### config.mk
export PLATFORM = sky130hd
export DESIGN_NAME = check_fmps_test_link
export DESIGN_NICKNAME = d
export VERILOG_FILES = /design/src/rtl/check_fmps_test_link.sv
export SDC_FILE = /design/constraint.sdc
export NUM_CORES = 1
export LEC_CHECK = 0
export BUFFER_PORTS_ARGS = -buffer_cell sky130_fd_sc_hd__buf_2
export CAP_MARGIN = 40
export CORE_UTILIZATION = 34
export DETAILED_ROUTE_END_ITERATION = 7
export PLACE_DENSITY_LB_ADDON = 0.1
export SLEW_MARGIN = 20
export SYNTH_ARGS = -nofsm -noshare
export SYNTH_HDL_FRONTEND = slang
export SYNTH_SLANG_ARGS = --single-unit
export TNS_END_PERCENT = 50
### constraint.sdc
create_clock -name auroraUserClk -period 5.9 [get_ports auroraUserClk]
set_clock_uncertainty 0.05 [all_clocks]
set_input_delay 0.59 -clock auroraUserClk [delete_from_list [all_inputs] [get_ports auroraUserClk]]
set_output_delay 0.59 -clock auroraUserClk [all_outputs]
set_load 0.05 [all_outputs]
### src/rtl/check_fmps_test_link.sv
// check_fmps_test_link
// Receive-side checker for the FMPS test link. Consumes two-word test packets
// (header, then data with tlast) from the Aurora RX AXI-Stream and validates
// framing, header magic, FMPS index sequencing and the per-session cycle
// counter. One status strobe/code is reported per packet or framing event, and
// saturating packet/error counters are kept for CSR readback.

module check_fmps_test_link #(
   parameter logic [15:0] HEADER_MAGIC           = 16'hB6CF,
   parameter string       WITH_MULT_PACK_SUPPORT = "false",
   parameter int          MAX_FMPSS              = 32,
   localparam int         FMPS_INDEX_WIDTH       = $clog2(MAX_FMPSS)
) (
   input  logic                        auroraUserClk,
   input  logic                        auroraUserRstN,
   input  logic                        auroraFAstrobe,
   input  logic [31:0]                 FMPS_TEST_AXI_STREAM_RX_tdata,
   input  logic                        FMPS_TEST_AXI_STREAM_RX_tvalid,
   input  logic                        FMPS_TEST_AXI_STREAM_RX_tlast,
   output logic                        FMPS_TEST_AXI_STREAM_RX_tready,
   output logic                        statusStrobe,
   output logic [1:0]                  statusCode,
   output logic [FMPS_INDEX_WIDTH-1:0] lastIndex,
   output logic [7:0]                  lastCycleCount,
   output logic [15:0]                 packetCount,
   output logic [15:0]                 errorCount
);

   // Index sequencing is only enforced when multi-packet support is enabled;
   // the parameter is accepted in either lower or upper case.
   localparam bit MULT_PACK = (WITH_MULT_PACK_SUPPORT == "true") ||
                              (WITH_MULT_PACK_SUPPORT == "TRUE");

   localparam logic [1:0] CODE_OK      = 2'd0;
   localparam logic [1:0] CODE_BAD_HDR = 2'd1;
   localparam logic [1:0] CODE_BAD_DAT = 2'd2;
   localparam logic [1:0] CODE_FRAMING = 2'd3;

   localparam logic [FMPS_INDEX_WIDTH-1:0] INDEX_ONE = 1;

   typedef enum logic [1:0] {
      ST_HEADER,
      ST_DATA,
      ST_DROP
   } state_t;

   state_t                      stateQ, stateD;
   logic                        readyQ;
   logic                        statusStrobeQ, statusStrobeD;
   logic [1:0]                  statusCodeQ, statusCodeD;
   logic [FMPS_INDEX_WIDTH-1:0] lastIndexQ, lastIndexD;
   logic [7:0]                  lastCycleCountQ, lastCycleCountD;
   logic [15:0]                 packetCountQ, packetCountD;
   logic [15:0]                 errorCountQ, errorCountD;
   logic [FMPS_INDEX_WIDTH-1:0] hdrIndexQ, hdrIndexD;
   logic [7:0]                  expectedQ, expectedD;
   logic                        syncedQ, syncedD;
   logic                        firstInSessionQ, firstInSessionD;

   logic                        beatAccepted;
   logic [31:0]                 rxWord;
   logic                        headerOk;
   logic [FMPS_INDEX_WIDTH-1:0] rxHdrIndex;
   logic [FMPS_INDEX_WIDTH-1:0] rxDataIndex;
   logic [7:0]                  rxCount;
   logic                        dataFieldsOk;
   logic [FMPS_INDEX_WIDTH-1:0] nextIndex;
   logic                        indexViolation;
   logic                        counterViolation;
   logic                        reportValid;
   logic [1:0]                  reportCode;

   assign rxWord       = FMPS_TEST_AXI_STREAM_RX_tdata;
   assign beatAccepted = FMPS_TEST_AXI_STREAM_RX_tvalid && readyQ;

   // Field decode of the current beat, interpreted both as a header and as a
   // data word; the state machine decides which interpretation applies.
   assign headerOk     = (rxWord[31:16] == HEADER_MAGIC) && rxWord[15] &&
                         (rxWord[9:0] == 10'd0);
   assign rxHdrIndex   = rxWord[10 +: FMPS_INDEX_WIDTH];
   assign rxDataIndex  = rxWord[24 +: FMPS_INDEX_WIDTH];
   assign rxCount      = rxWord[7:0];
   assign dataFieldsOk = (rxWord[31:29] == 3'd0) && (rxDataIndex == hdrIndexQ) &&
                         (rxWord[23:8] == 16'hCACA);

   // The previous OK index plus one wraps naturally at the index width.
   assign nextIndex        = lastIndexQ + INDEX_ONE;
   assign indexViolation   = MULT_PACK && !firstInSessionQ && (hdrIndexQ != nextIndex);
   assign counterViolation = syncedQ && (rxCount != expectedQ);

   // Next-state computation: parse the accepted beat against the pre-strobe
   // expectations first, then layer the session-strobe effects on top so a
   // coincident strobe only influences later packets.
   always_comb begin
      stateD          = stateQ;
      statusStrobeD   = 1'b0;
      statusCodeD     = statusCodeQ;
      lastIndexD      = lastIndexQ;
      lastCycleCountD = lastCycleCountQ;
      packetCountD    = packetCountQ;
      errorCountD     = errorCountQ;
      hdrIndexD       = hdrIndexQ;
      expectedD       = expectedQ;
      syncedD         = syncedQ;
      firstInSessionD = firstInSessionQ;
      reportValid     = 1'b0;
      reportCode      = CODE_OK;

      if (beatAccepted) begin
         case (stateQ)
            ST_HEADER: begin
               if (FMPS_TEST_AXI_STREAM_RX_tlast) begin
                  reportValid = 1'b1;
                  reportCode  = CODE_FRAMING;
               end else if (!headerOk) begin
                  reportValid = 1'b1;
                  reportCode  = CODE_BAD_HDR;
                  stateD      = ST_DROP;
               end else begin
                  hdrIndexD = rxHdrIndex;
                  stateD    = ST_DATA;
               end
            end
            ST_DATA: begin
               if (!FMPS_TEST_AXI_STREAM_RX_tlast) begin
                  reportValid = 1'b1;
                  reportCode  = CODE_FRAMING;
                  stateD      = ST_DROP;
               end else begin
                  stateD      = ST_HEADER;
                  reportValid = 1'b1;
                  if (!dataFieldsOk || indexViolation || counterViolation) begin
                     reportCode = CODE_BAD_DAT;
                     if (dataFieldsOk && counterViolation) begin
                        expectedD = rxCount;
                     end
                  end else begin
                     reportCode      = CODE_OK;
                     lastIndexD      = hdrIndexQ;
                     lastCycleCountD = rxCount;
                     expectedD       = rxCount;
                     syncedD         = 1'b1;
                     firstInSessionD = 1'b0;
                     if (packetCountQ != 16'hFFFF) begin
                        packetCountD = packetCountQ + 16'd1;
                     end
                  end
               end
            end
            ST_DROP: begin
               if (FMPS_TEST_AXI_STREAM_RX_tlast) begin
                  stateD = ST_HEADER;
               end
            end
            default: begin
               stateD = ST_HEADER;
            end
         endcase
      end

      if (reportValid) begin
         statusStrobeD = 1'b1;
         statusCodeD   = reportCode;
         if ((reportCode != CODE_OK) && (errorCountQ != 16'hFFFF)) begin
            errorCountD = errorCountQ + 16'd1;
         end
      end

      if (auroraFAstrobe) begin
         firstInSessionD = 1'b1;
         if (syncedQ) begin
            expectedD = expectedD + 8'd1;
         end
      end
   end

   // State and registered outputs; reset returns everything to its idle value
   // immediately so a half-received packet is forgotten.
   always_ff @(posedge auroraUserClk or negedge auroraUserRstN) begin
      if (!auroraUserRstN) begin
         stateQ          <= ST_HEADER;
         readyQ          <= 1'b0;
         statusStrobeQ   <= 1'b0;
         statusCodeQ     <= CODE_OK;
         lastIndexQ      <= '0;
         lastCycleCountQ <= 8'd0;
         packetCountQ    <= 16'd0;
         errorCountQ     <= 16'd0;
         hdrIndexQ       <= '0;
         expectedQ       <= 8'd0;
         syncedQ         <= 1'b0;
         firstInSessionQ <= 1'b1;
      end else begin
         stateQ          <= stateD;
         readyQ          <= 1'b1;
         statusStrobeQ   <= statusStrobeD;
         statusCodeQ     <= statusCodeD;
         lastIndexQ      <= lastIndexD;
         lastCycleCountQ <= lastCycleCountD;
         packetCountQ    <= packetCountD;
         errorCountQ     <= errorCountD;
         hdrIndexQ       <= hdrIndexD;
         expectedQ       <= expectedD;
         syncedQ         <= syncedD;
         firstInSessionQ <= firstInSessionD;
      end
   end

   assign FMPS_TEST_AXI_STREAM_RX_tready = readyQ;
   assign statusStrobe                   = statusStrobeQ;
   assign statusCode                     = statusCodeQ;
   assign lastIndex                      = lastIndexQ;
   assign lastCycleCount                 = lastCycleCountQ;
   assign packetCount                    = packetCountQ;
   assign errorCount                     = errorCountQ;

endmodule

==> results of run 1 <==
-- power groups by stage --
stage | clock [mW] | sequential (mW) | combinational [mW]
5_1_grt | 0.381 | 0.496 | 0.188
3_5_place_dp | 0 | 0.500 | 0.176
3_3_place_gp | 0 | 0.499 | 0.174
2_1_floorplan | 0 | 0.564 | 0.0458
4_1_cts | 0.363 | 0.492 | 0.177
6_report | 0.348 | 0.491 | 0.175
-- layout make-up --
type	instances	area (sq um)	area share [%]
Clock buffer	10	138	3.28
Multi-Input combinational cell	225	1720	41.0
Sequential cell	65	1630	38.8
Tap cell	133	166	3.97
Clock inverter	6	43.8	1.04
Inverter	7	26.3	0.627
Timing Repair Buffer	88	472	11.3
-- cell families (layout without fill, tap and decap cells) --
family,Yosys count,in the layout,synth area share (%)
buffers and inverters,17,111,2.55
AND/OR/NAND/NOR,111,111,19.5
XOR/XNOR,54,54,13.8
adder cells (fa/ha/maj),3,3,1.09
multiplexers,25,25,8.12
AO/OA/AOI/OAI,31,31,7.47
other,1,1,0.109
flip-flops,65,65,47.4
-- per-stage QoR --
stage	area, sq um	std cells	total power, mW	utilization, %
after floorplan	3430	307	0.610	-
after global placement	3970	516	0.673	40.6
after detailed placement	4000	517	0.676	40.9
after CTS	4180	533	1.03	42.8
after global routing	4190	534	1.06	42.9
final	4190	534	1.01	42.9
-- cell usage in the layout (no fill, tap or decap), types with 10 or more instances in the layout --
cell type and count:
buf_2 85, dfrtp_1 65, xnor2_1 38, nand2_1 21, mux2_2 21, xor2_1 16, nor2_1 15, nand3_1 13
nand4_1 11, and3_1 10, clkbuf_8 10
-- layer usage --
metal / global-route usage [%] / up-vias
li1: - / 1288
met1: 22.9 / 1310
met2: 25.0 / 53
met3: 2.78 / 9
met4: 6.92 / 0
met5: 0 / -
-- critical path: cells and delay by family, from the launching register on --
kind	cells	cell delay, ns
compound gates	1	0.13
xor+xnor	1	0.11
fa+ha+maj	1	0.21
flops	1	0.42
mux	1	0.42
simple gates	6	1.43
-- worst max path at each step --
stage                                        startpoint                      to  slack, ns  cells after the start
3_3_place_gp          FMPS_TEST_AXI_STREAM_RX_tdata[30]  expectedQ[4]$_DFF_PN0_       2.83                     11
5_1_grt                           stateQ[1]$_DFFE_PN0P_  expectedQ[4]$_DFF_PN0_       2.79                     10
4_1_cts                           stateQ[1]$_DFFE_PN0P_  expectedQ[4]$_DFF_PN0_       3.05                     10
6_report                          stateQ[1]$_DFFE_PN0P_  expectedQ[4]$_DFF_PN0_       3.05                     10
3_5_place_dp          FMPS_TEST_AXI_STREAM_RX_tdata[30]  expectedQ[4]$_DFF_PN0_       2.75                     11
2_1_floorplan  FMPS_TEST_AXI_STREAM_RX_tready$_DFF_PN0_  expectedQ[4]$_DFF_PN0_       3.11                     10
-- registers in the layout, indices dropped and copies added (netlist names) --
signal,count
expectedQ,8
lastIndex,5
errorCount,16
packetCount,16
statusStrobe,1
FMPS_TEST_AXI_STREAM_RX_tready,1
lastCycleCount,8
statusCode,2
hdrIndexQ,5
stateQ,2
syncedQ,1
==> impl_metrics.py, run 1 <==
metrics = {
    "outcome": {
        "status": "complete, no violations",
    },
    "synth": {
        "synth_common_cells": "dfrtp_1 (65), xnor2_1 (38), mux2_2 (21), nand2_1 (21), xor2_1 (16)",
        "syn_area_per_cell_sq_um": 11.2,
        "synth_edf_count": 0,
        "ys_async_sr_fraction_pct": 100,
        "yosys.area.top_type_share_pct": 47.4,
        "ys_seq_area_share_pct": 47.4,
        "synth_cell_type_count": 54,
        "ys.flop_type": "dfrtp_1",
        "yosysWarnings": 0,
        "synth_area_leader_cell": "dfrtp_1",
        "synthCells": 307,
        "synthesis.area_sq_um": 3430,
        "post-synth-top-count-cell": "dfrtp_1",
        "ys_seq_elements": 65,
        "syn-num-nets": 347,
        "ys_top_cells_by_area": "dfrtp_1 (47%), xnor2_1 (9.7%), mux2_2 (6.9%)",
    },
    "run": {
        "maxCapViolations": 0,
    },
    "power": {
        "combPwrFrac_pct": 17.2,
        "p_int_uw": 683,
        "seq_power_share_pct": 48.4,
        "switchingPower_uw": 330,
        "swShare_pct": 32.5,
        "p_clk_share_pct": 34.3,
        "p_leak_nw": 2.05,
        "powerDensity_nw_per_um2": 242,
        "ir_worst_vdd_mv": 0.101,
    },
    "floorplan": {
        "die_h_microns": 103,
        "initial_core_util_pct": 35.1,
        "fp-row-count": 36,
        "dieArea_sq_um": 10500,
        "coreArea_sq_um": 9770,
        "die_width_microns": 103,
        "io_pins": 86,
    },
    "route": {
        "met1_length_microns": 3930,
        "drt_iter0_drc": 59,
        "drc": 0,
        "ant_nets": 0,
        "wl_met2_microns": 3780,
        "drt_wl_total_microns": 8110,
        "wl_met3_microns": 290,
        "routed.top_layer": "met4",
        "viasPerCell": 4.98,
        "num_vias": 2660,
        "wl_per_cell_microns": 15.2,
        "drt-pass1-iter-count": 4,
    },
    "sta": {
        "whs_ns": 0.169,
        "setup_viol": 0,
        "slew_violations": 0,
        "hold_viol": 0,
        "period_needed_ns": 2.85,
        "rsz0062_at_grt": "no",
        "worst_pin_slew_ns": 0.783,
        "tns_ns": 0,
        "setup_ws_ns": 3.05,
        "max_freq_mhz": 351,
        "period_share_pct": 48.2,
        "max_slew_margin_pct": 47.7,
    },
    "global_routing": {
        "grt_pass1_wl_microns": 13000,
        "grt_overflow": 0,
        "first_global_vias": 2618,
        "grt_usage_pct": 16.4,
        "antenna_found_initial": 0,
        "grt_start_max_net_pins": 44,
    },
    "setup_path": {
        "cp_cell_sequence": "and3b_2 -> nand4_1 -> nor4_4 -> mux2_2 -> ha_1 -> and3_1 -> nand3_1 -> xnor2_1 -> nor2_1 -> a21oi_1",
        "r2r-end": "expectedQ[4]$_DFF_PN0_",
        "ff2ff_path_depth": 10,
        "required_ns": 6.11,
        "start_kind": "flop",
        "rrSetupSlack_ns": 3.05,
        "crit_type": "reg -> reg",
        "critPathSlowestCell": "nor4_4",
        "worst_ep_arrival_time_ns": 3.06,
        "slowest_delay_ns": 0.60,
        "rr_startpoint": "stateQ[1]$_DFFE_PN0P_",
        "end_kind": "flop",
        "critPathMaxFanout": 8,
    },
    "layout": {
        "fill_cells": 978,
        "area_delta_synth_final_pct": 22.1,
        "drive_above_1_share_pct": 34.9,
        "fin_nets": 436,
        "n_antenna_cell": 0,
    },
    "clock_network": {
        "clock-root-buffer": "clkbuf_8",
        "cts_resized": 0,
        "cts_setup_buffers": 0,
        "numCtsBuffers": 9,
        "cts_tree": "yes",
        "holdBufCountCts": 0,
        "path_clk_slew_ns": 0.08,
        "clock_sinks": 65,
        "htreeDepth": 3,
        "clock_path_buffers": 2,
        "worstSkewPairLatency_ns": 0.34,
    },
    "worst_hold_path": {
        "hold_class": "in -> async",
    },
    "placed_design": {
        "io_buffers": 85,
        "hpwl_microns": 5980,
        "dp_worst_setup_slack_ns": 2.75,
        "routabilityCongestion": 0.781,
    },
}
Power figures use the tool's default switching activity.
==> inputs of run 2 (changes only) <==
--- a/config.mk
+++ b/config.mk
@@ -5,6 +5,7 @@
 export SDC_FILE = /design/constraint.sdc
 export NUM_CORES = 1
 export LEC_CHECK = 0
+export ABC_AREA = 1
 export BUFFER_PORTS_ARGS = -buffer_cell sky130_fd_sc_hd__buf_2
 export CAP_MARGIN = 40
 export CORE_UTILIZATION = 34
==> constraint.sdc (replaced) <==
create_clock -name auroraUserClk -period 2.8 [get_ports auroraUserClk]
set_clock_uncertainty 0.05 [all_clocks]
set_input_delay 0.28 -clock auroraUserClk [delete_from_list [all_inputs] [get_ports auroraUserClk]]
set_output_delay 0.28 -clock auroraUserClk [all_outputs]
set_load 0.05 [all_outputs]
==> run 2 against run 1 <==
Net effect:
- largest power group unchanged
- non-clock buffer count up 1
- clock power grew 150%
- die area up 11%
- core utilization decreased by 0.46 points
- sequential share of layout area shrank 3.6 points
- cell count increased by 39%
- sequential power is 110% higher
- routed wire length up 15%
- worst setup slack lost 2.5 ns
- first-iteration DRC count grew 150%
- via count is 29% higher
==> impl_metrics.py, run 2 <==
metrics = {
    "outcome": {
        "status": "complete, no violations",
    },
    "route": {
        "drt_iter0_drc": 145,
        "ant_nets": 0,
        "drc": 0,
        "drt_wl_total_microns": 9290,
        "viasPerCell": 4.61,
        "wl_per_cell_microns": 12.5,
        "num_vias": 3426,
        "drt-pass1-iter-count": 4,
    },
    "sta": {
        "period_needed_ns": 2.26,
        "max_slew_margin_pct": 52.7,
        "slew_violations": 0,
        "max_freq_mhz": 442,
        "rsz0062_at_grt": "no",
        "whs_ns": 0.148,
        "tns_ns": 0,
        "setup_viol": 0,
        "hold_viol": 0,
        "period_share_pct": 80.8,
        "setup_ws_ns": 0.538,
        "worst_pin_slew_ns": 0.710,
    },
    "global_routing": {
        "grt_overflow": 0,
        "grt_usage_pct": 17.6,
        "first_global_vias": 3393,
        "grt_start_max_net_pins": 38,
        "grt_pass1_wl_microns": 16000,
        "antenna_found_initial": 0,
    },
    "placed_design": {
        "dp_cells": 726,
        "hpwl_microns": 7120,
        "io_buffers": 85,
        "routabilityCongestion": 0.890,
        "dp_worst_setup_slack_ns": 0.450,
        "place_area_sq_um": 4400,
    },
    "layout": {
        "final_cell_count_no_fill": 743,
        "final_common_cell": "nand2_1",
        "area_delta_synth_final_pct": 21.4,
        "n_antenna_cell": 0,
        "drive_above_1_share_pct": 21.9,
        "fill_cells": 1180,
        "final_area_sq_um": 4620,
        "final_cell_mix": "nand2_1 (163), buf_2 (85), dfrtp_1 (65), inv_1 (61), nor2_1 (44)",
        "fin_nets": 638,
    },
    "clock_network": {
        "clock_path_buffers": 2,
        "cts_tree": "yes",
        "cts_setup_buffers": 0,
        "htreeDepth": 3,
        "cts_resized": 0,
        "numCtsBuffers": 9,
        "worstSkewPairLatency_ns": 0.34,
        "holdBufCountCts": 1,
        "path_clk_slew_ns": 0.07,
        "clock-root-buffer": "clkbuf_8",
        "clock_sinks": 65,
    },
    "power": {
        "ir_worst_vdd_mv": 0.254,
        "combPwrFrac_pct": 20.3,
        "p_clk_share_pct": 35.9,
        "powerDensity_nw_per_um2": 516,
        "switchingPower_uw": 783,
        "p_int_mw": 1.60,
        "seq_power_share_pct": 43.8,
        "swShare_pct": 32.9,
        "p_leak_nw": 2.42,
    },
    "synth": {
        "synth_mux_area_share_pct": 1.77,
        "ys_top_cells_by_area": "dfrtp_1 (43%), nand2_1 (16%), inv_1 (6.0%)",
        "syn_area_per_cell_sq_um": 7.55,
        "syn-num-nets": 544,
        "ys_seq_elements": 65,
        "synthSimpleGateAreaFrac_pct": 35.7,
        "synth_edf_count": 0,
        "synthCells": 504,
        "post-synth-top-count-cell": "nand2_1",
        "ys_seq_area_share_pct": 42.7,
        "yosys.area.top_type_share_pct": 42.7,
        "ys_async_sr_fraction_pct": 100,
        "synth_compound_gate_area_share_pct": 3.68,
        "synthAdderAreaFrac_pct": 0.986,
        "synth_common_cells": "nand2_1 (163), dfrtp_1 (65), inv_1 (61)",
        "synth_area_leader_cell": "dfrtp_1",
        "synthesis.area_sq_um": 3810,
        "synth_xor_area_share_pct": 7.59,
        "yosysWarnings": 0,
        "synth_cell_type_count": 33,
        "synth_top_family_by_area": "simple AND/OR/NAND/NOR gates",
        "ys.flop_type": "dfrtp_1",
    },
    "worst_hold_path": {
        "hold_class": "in -> reg",
        "min_from": "FMPS_TEST_AXI_STREAM_RX_tdata[12]",
    },
    "setup_path": {
        "required_ns": 2.98,
        "crit_type": "reg -> reg",
        "start_kind": "flop",
        "worst_ep_arrival_time_ns": 2.45,
        "startpoint": "stateQ[1]$_DFFE_PN0P_",
        "critPathMaxFanout": 8,
        "end_kind": "flop",
        "rr_startpoint": "stateQ[1]$_DFFE_PN0P_",
    },
    "floorplan": {
        "fp-row-count": 38,
        "initial_core_util_pct": 35.0,
        "io_pins": 86,
        "coreArea_sq_um": 10900,
        "die_h_microns": 108,
        "die_width_microns": 108,
        "dieArea_sq_um": 11600,
    },
    "run": {
        "maxCapViolations": 0,
    },
}
[run 2: path summary, 6_finish.rpt]
path / depth (start not counted) / endpoint / slack [ns]
worst min register to register: 2 / statusCode[0]$_DFFE_PN0P_ / 0.44
worst max register to register: 14 / expectedQ[6]$_DFF_PN0_ / 0.54
worst min-delay path: 3 / hdrIndexQ[2]$_DFFE_PN0P_ / 0.15
min in group asynchronous: 2 / packetCount[4]$_DFFE_PN0P_ / 0.48
worst max-delay path: 14 / expectedQ[6]$_DFF_PN0_ / 0.54
max in group asynchronous: 3 / expectedQ[0]$_DFF_PN0_ / 1.57
[run 2: cells by family (layout without fill, tap and decap cells)]
| family | count (synthesis) | count (layout) |
|---|---|---|
| xor gates and xnor gates | 33 | 33 |
| muxes | 6 | 6 |
| other | 1 | 1 |
| DFF | 65 | 65 |
| buffers and inverters | 71 | 170 |
| AOI/OAI and AO/OA | 27 | 27 |
| adders and majority gates | 3 | 3 |
| and+or+nand+nor | 298 | 298 |
[run 2: power by group through the flow]
| stage | Combinational (mW) | Clock, mW | Sequential [mW] |
|---|---|---|---|
| after floorplan | 0.192 | 0 | 1.21 |
| after global placement | 0.488 | 0 | 1.06 |
| after detailed placement | 0.489 | 0 | 1.06 |
| after CTS | 0.491 | 0.882 | 1.05 |
| after global routing | 0.539 | 0.922 | 1.06 |
| final | 0.484 | 0.854 | 1.04 |
[run 2: area by class of cell]
class | instances | area (sq um) | share of cell area, %
clock buffers | 14 | 173 | 3.74
multi-input cells | 368 | 1900 | 41.0
well taps | 140 | 175 | 3.79
flip-flops and latches | 65 | 1630 | 35.2
clock inverters | 2 | 35.0 | 0.758
repair buffers | 89 | 470 | 10.2
inverters | 65 | 245 | 5.31
[run 2: through the flow]
| stage | power [mW] | util (%) |
|---|---|---|
| 2_1_floorplan | 1.40 | - |
| 4_1_cts | 2.42 | 42.4 |
| 3_5_place_dp | 1.55 | 40.4 |
| 3_3_place_gp | 1.55 | 40.4 |
| 5_1_grt | 2.52 | 42.4 |
| 6_report | 2.38 | 42.4 |
[run 2: layer usage]
layer  wire (microns)  GRT usage [%]
met1             4580           23.8
met2             4150           27.3
met3              421           3.75
met4              138           7.05
met5                0              0
[run 2: worst max-delay path, stage by stage (launching register included)]
cell	delay (ns)
dfrtp_1	0.41
nor2_1	0.20
inv_1	0.10
nor2_4	0.20
nand3_1	0.21
nand2_1	0.12
and2_1	0.16
ha_1	0.15
nand2_1	0.05
inv_1	0.09
nand2_1	0.06
nor2_1	0.18
nand2_1	0.07
nand2_1	0.06
nand2_1	0.04
==> inputs of run 3 (changes only) <==
--- a/config.mk
+++ b/config.mk
@@ -5,7 +5,7 @@
 export SDC_FILE = /design/constraint.sdc
 export NUM_CORES = 1
 export LEC_CHECK = 0
-export ABC_AREA = 1
+export ABC_AREA = 0
 export BUFFER_PORTS_ARGS = -buffer_cell sky130_fd_sc_hd__buf_2
 export CAP_MARGIN = 40
 export CORE_UTILIZATION = 34
==> constraint.sdc (replaced) <==
create_clock -name auroraUserClk -period 1.8 [get_ports auroraUserClk]
set_clock_uncertainty 0.05 [all_clocks]
set_input_delay 0.18 -clock auroraUserClk [delete_from_list [all_inputs] [get_ports auroraUserClk]]
set_output_delay 0.18 -clock auroraUserClk [all_outputs]
set_load 0.05 [all_outputs]
==> run 3 against run 2 <==
Net effect:
- the flow now finishes with violations (negative setup slack)
- sequential share of layout area is 5.2 points lower
- cell count decreased by 15%
- critical path depth shrank 3
- maximum frequency down 1.5%
- non-clock buffer count up 100
- combinational power grew 72%
- core utilization rose by 14 points
- clock power is 53% higher
- final area up 19%
- flip-flop and latch count stayed put
- worst setup slack worse by 1.0 ns
- largest cell class unchanged
==> impl_metrics.py, run 3 (same netlist as run 1, synthesis figures left out) <==
metrics = {
    "setup_path": {
        "critPathSlowestCell": "dfrtp_1",
        "path_buf_inv": 1,
        "cp_cell_sequence": "and3b_2 -> nand4_1 -> nor4_4 -> buf_4 -> mux2_4 -> ha_4 -> and3_4 -> nand3_4 -> xnor2_2 -> nor2_1 -> a21oi_1",
        "worst_ep_arrival_time_ns": 2.52,
        "cp.depth": 11,
        "critPathMaxFanout": 4,
        "path_delay_family": "simple AND/OR/NAND/NOR gates",
        "end_kind": "flop",
        "ff2ff_path_depth": 11,
        "start_kind": "flop",
        "required_ns": 2.02,
        "slowest_delay_ns": 0.38,
        "crit_type": "reg -> reg",
    },
    "route": {
        "drc": 0,
        "viasPerCell": 4.90,
        "num_vias": 3111,
        "drt_iter0_drc": 67,
        "ant_nets": 0,
        "wl_per_cell_microns": 15.6,
        "drt-pass1-iter-count": 4,
        "drt_wl_total_microns": 9930,
    },
    "clock_network": {
        "worstSkewPairLatency_ns": 0.34,
        "htreeDepth": 3,
        "clock-root-buffer": "clkbuf_8",
        "clock_sinks": 65,
        "clock_path_buffers": 2,
        "cts_tree": "yes",
        "numCtsBuffers": 9,
        "path_clk_slew_ns": 0.08,
    },
    "global_routing": {
        "first_global_vias": 3141,
        "grt_usage_pct": 19.6,
        "grt_pass1_wl_microns": 15600,
        "antenna_found_initial": 0,
        "grt_overflow": 0,
        "grt_start_max_net_pins": 27,
    },
    "outcome": {
        "violations": "negative setup slack",
        "status": "complete, but fails checks",
    },
    "power": {
        "p_total_mw": 3.73,
        "p_int_mw": 2.55,
        "swShare_pct": 31.5,
        "powerDensity_nw_per_um2": 681,
        "p_leak_nw": 2.80,
        "ir_worst_vdd_mv": 0.620,
        "p_clk_share_pct": 35.0,
        "combPwrFrac_pct": 22.3,
        "switchingPower_mw": 1.17,
        "seq_power_share_pct": 42.7,
    },
    "floorplan": {
        "dieArea_sq_um": 10500,
        "initial_core_util_pct": 35.1,
        "coreArea_sq_um": 9770,
        "die_width_microns": 103,
        "die_h_microns": 103,
        "fp-row-count": 36,
        "io_pins": 86,
    },
    "layout": {
        "final_cell_count_no_fill": 635,
        "n_antenna_cell": 0,
        "drive_above_1_share_pct": 59.2,
        "area_delta_synth_final_pct": 59.5,
        "final_cell_mix": "buf_4 (88), buf_2 (85), dfrtp_1 (51), xnor2_1 (32), nand2_1 (19)",
        "fill_cells": 874,
        "final_common_cell": "buf_4",
        "fin_nets": 537,
    },
    "sta": {
        "max_freq_mhz": 436,
        "rsz0062_at_grt": "yes",
        "worst_pin_slew_ns": 0.776,
        "period_share_pct": 128,
        "setup_ws_ns": -0.496,
        "hold_viol": 0,
        "slew_violations": 0,
        "setup_viol": 52,
        "period_needed_ns": 2.30,
        "max_slew_margin_pct": 48.2,
        "tns_ns": -12.60,
    },
    "worst_hold_path": {
        "whs_path_depth": 3,
        "hold_class": "in -> reg",
    },
    "placed_design": {
        "dp_worst_setup_slack_ns": -0.513,
        "io_buffers": 85,
        "hpwl_microns": 7290,
        "routabilityCongestion": 0.799,
        "dp_cells": 603,
    },
    "run": {
        "maxCapViolations": 0,
    },
}
run 3: cell count changes in the layout (fill, tap and decap cells not counted), sizes merged, moves of 18 or more:
| cell | change |
|---|---|
| nand2 | -144 |
| nor2 | -36 |
| buf | +99 |
| o21ai | -18 |
| inv | -55 |
| nand3 | -28 |
| xnor2 | +23 |
run 3: repair_timing:
item	in CTS	in global routing
resized for setup	33	19
hold buffers	1	0
pin swaps	18	25
setup buffers	3	10
cloned	2	1
setup endpoints to repair	59	59
endpoints found under the hold margin	14	0
run 3: worst min-delay path: stages:
cell and delay, ns:
buf_2 0.09, buf_4 0.11, mux2_1 0.11
run 3: final timing paths:
check	from	to	slack, ns
max	stateQ[1]$_DFFE_PN0P_	expectedQ[4]$_DFF_PN0_	-0.50
min	FMPS_TEST_AXI_STREAM_RX_tdata[11]	hdrIndexQ[1]$_DFFE_PN0P_	0.13
max reg2reg	stateQ[1]$_DFFE_PN0P_	expectedQ[4]$_DFF_PN0_	-0.50
min reg2reg	packetCount[10]$_DFFE_PN0P_	packetCount[10]$_DFFE_PN0P_	0.43
max in group asynchronous	auroraUserRstN	packetCount[10]$_DFFE_PN0P_	0.93
min in group asynchronous	auroraUserRstN	errorCount[11]$_DFFE_PN0P_	0.27
run 3: routing by layer:
metal | global-route usage, % | part of all wire, % | up-vias
met5 | 0 | 0 | -
met4 | 7.25 | 1.4 | 0
met3 | 4.68 | 4.7 | 12
met2 | 29.8 | 46 | 76
met1 | 27.3 | 48 | 1541
li1 | - | - | 1482
run 3: area by class of cell:
cell class                      count  area [sq um]  share of cell area, %
Inverter                            7          26.3                  0.480
Clock buffer                       10           138                   2.51
Sequential cell                    65          1640                   30.0
Multi-Input combinational cell    225          2100                   38.3
Tap cell                          133           166                   3.04
Clock inverter                      6          66.3                   1.21
Timing Repair Buffer              189          1340                   24.4
run 3: power groups by stage:
stage,registers [mW],logic (mW),clock network [mW]
4_1_cts,1.59,0.828,1.34
6_report,1.59,0.832,1.31
3_5_place_dp,1.62,0.801,0
5_1_grt,1.60,0.898,1.40
3_3_place_gp,1.62,0.792,0
2_1_floorplan,1.87,0.177,0
run 3: through the flow:
step           hold WS [ns]  util [%]  cell area, sq um
4_1_cts               0.118      53.9              5270
3_5_place_dp          0.110      49.5              4840
3_3_place_gp          0.112      49.5              4840
2_1_floorplan        -0.166         -              3590
6_report              0.128      56.0              5480
5_1_grt               0.121      56.0              5480
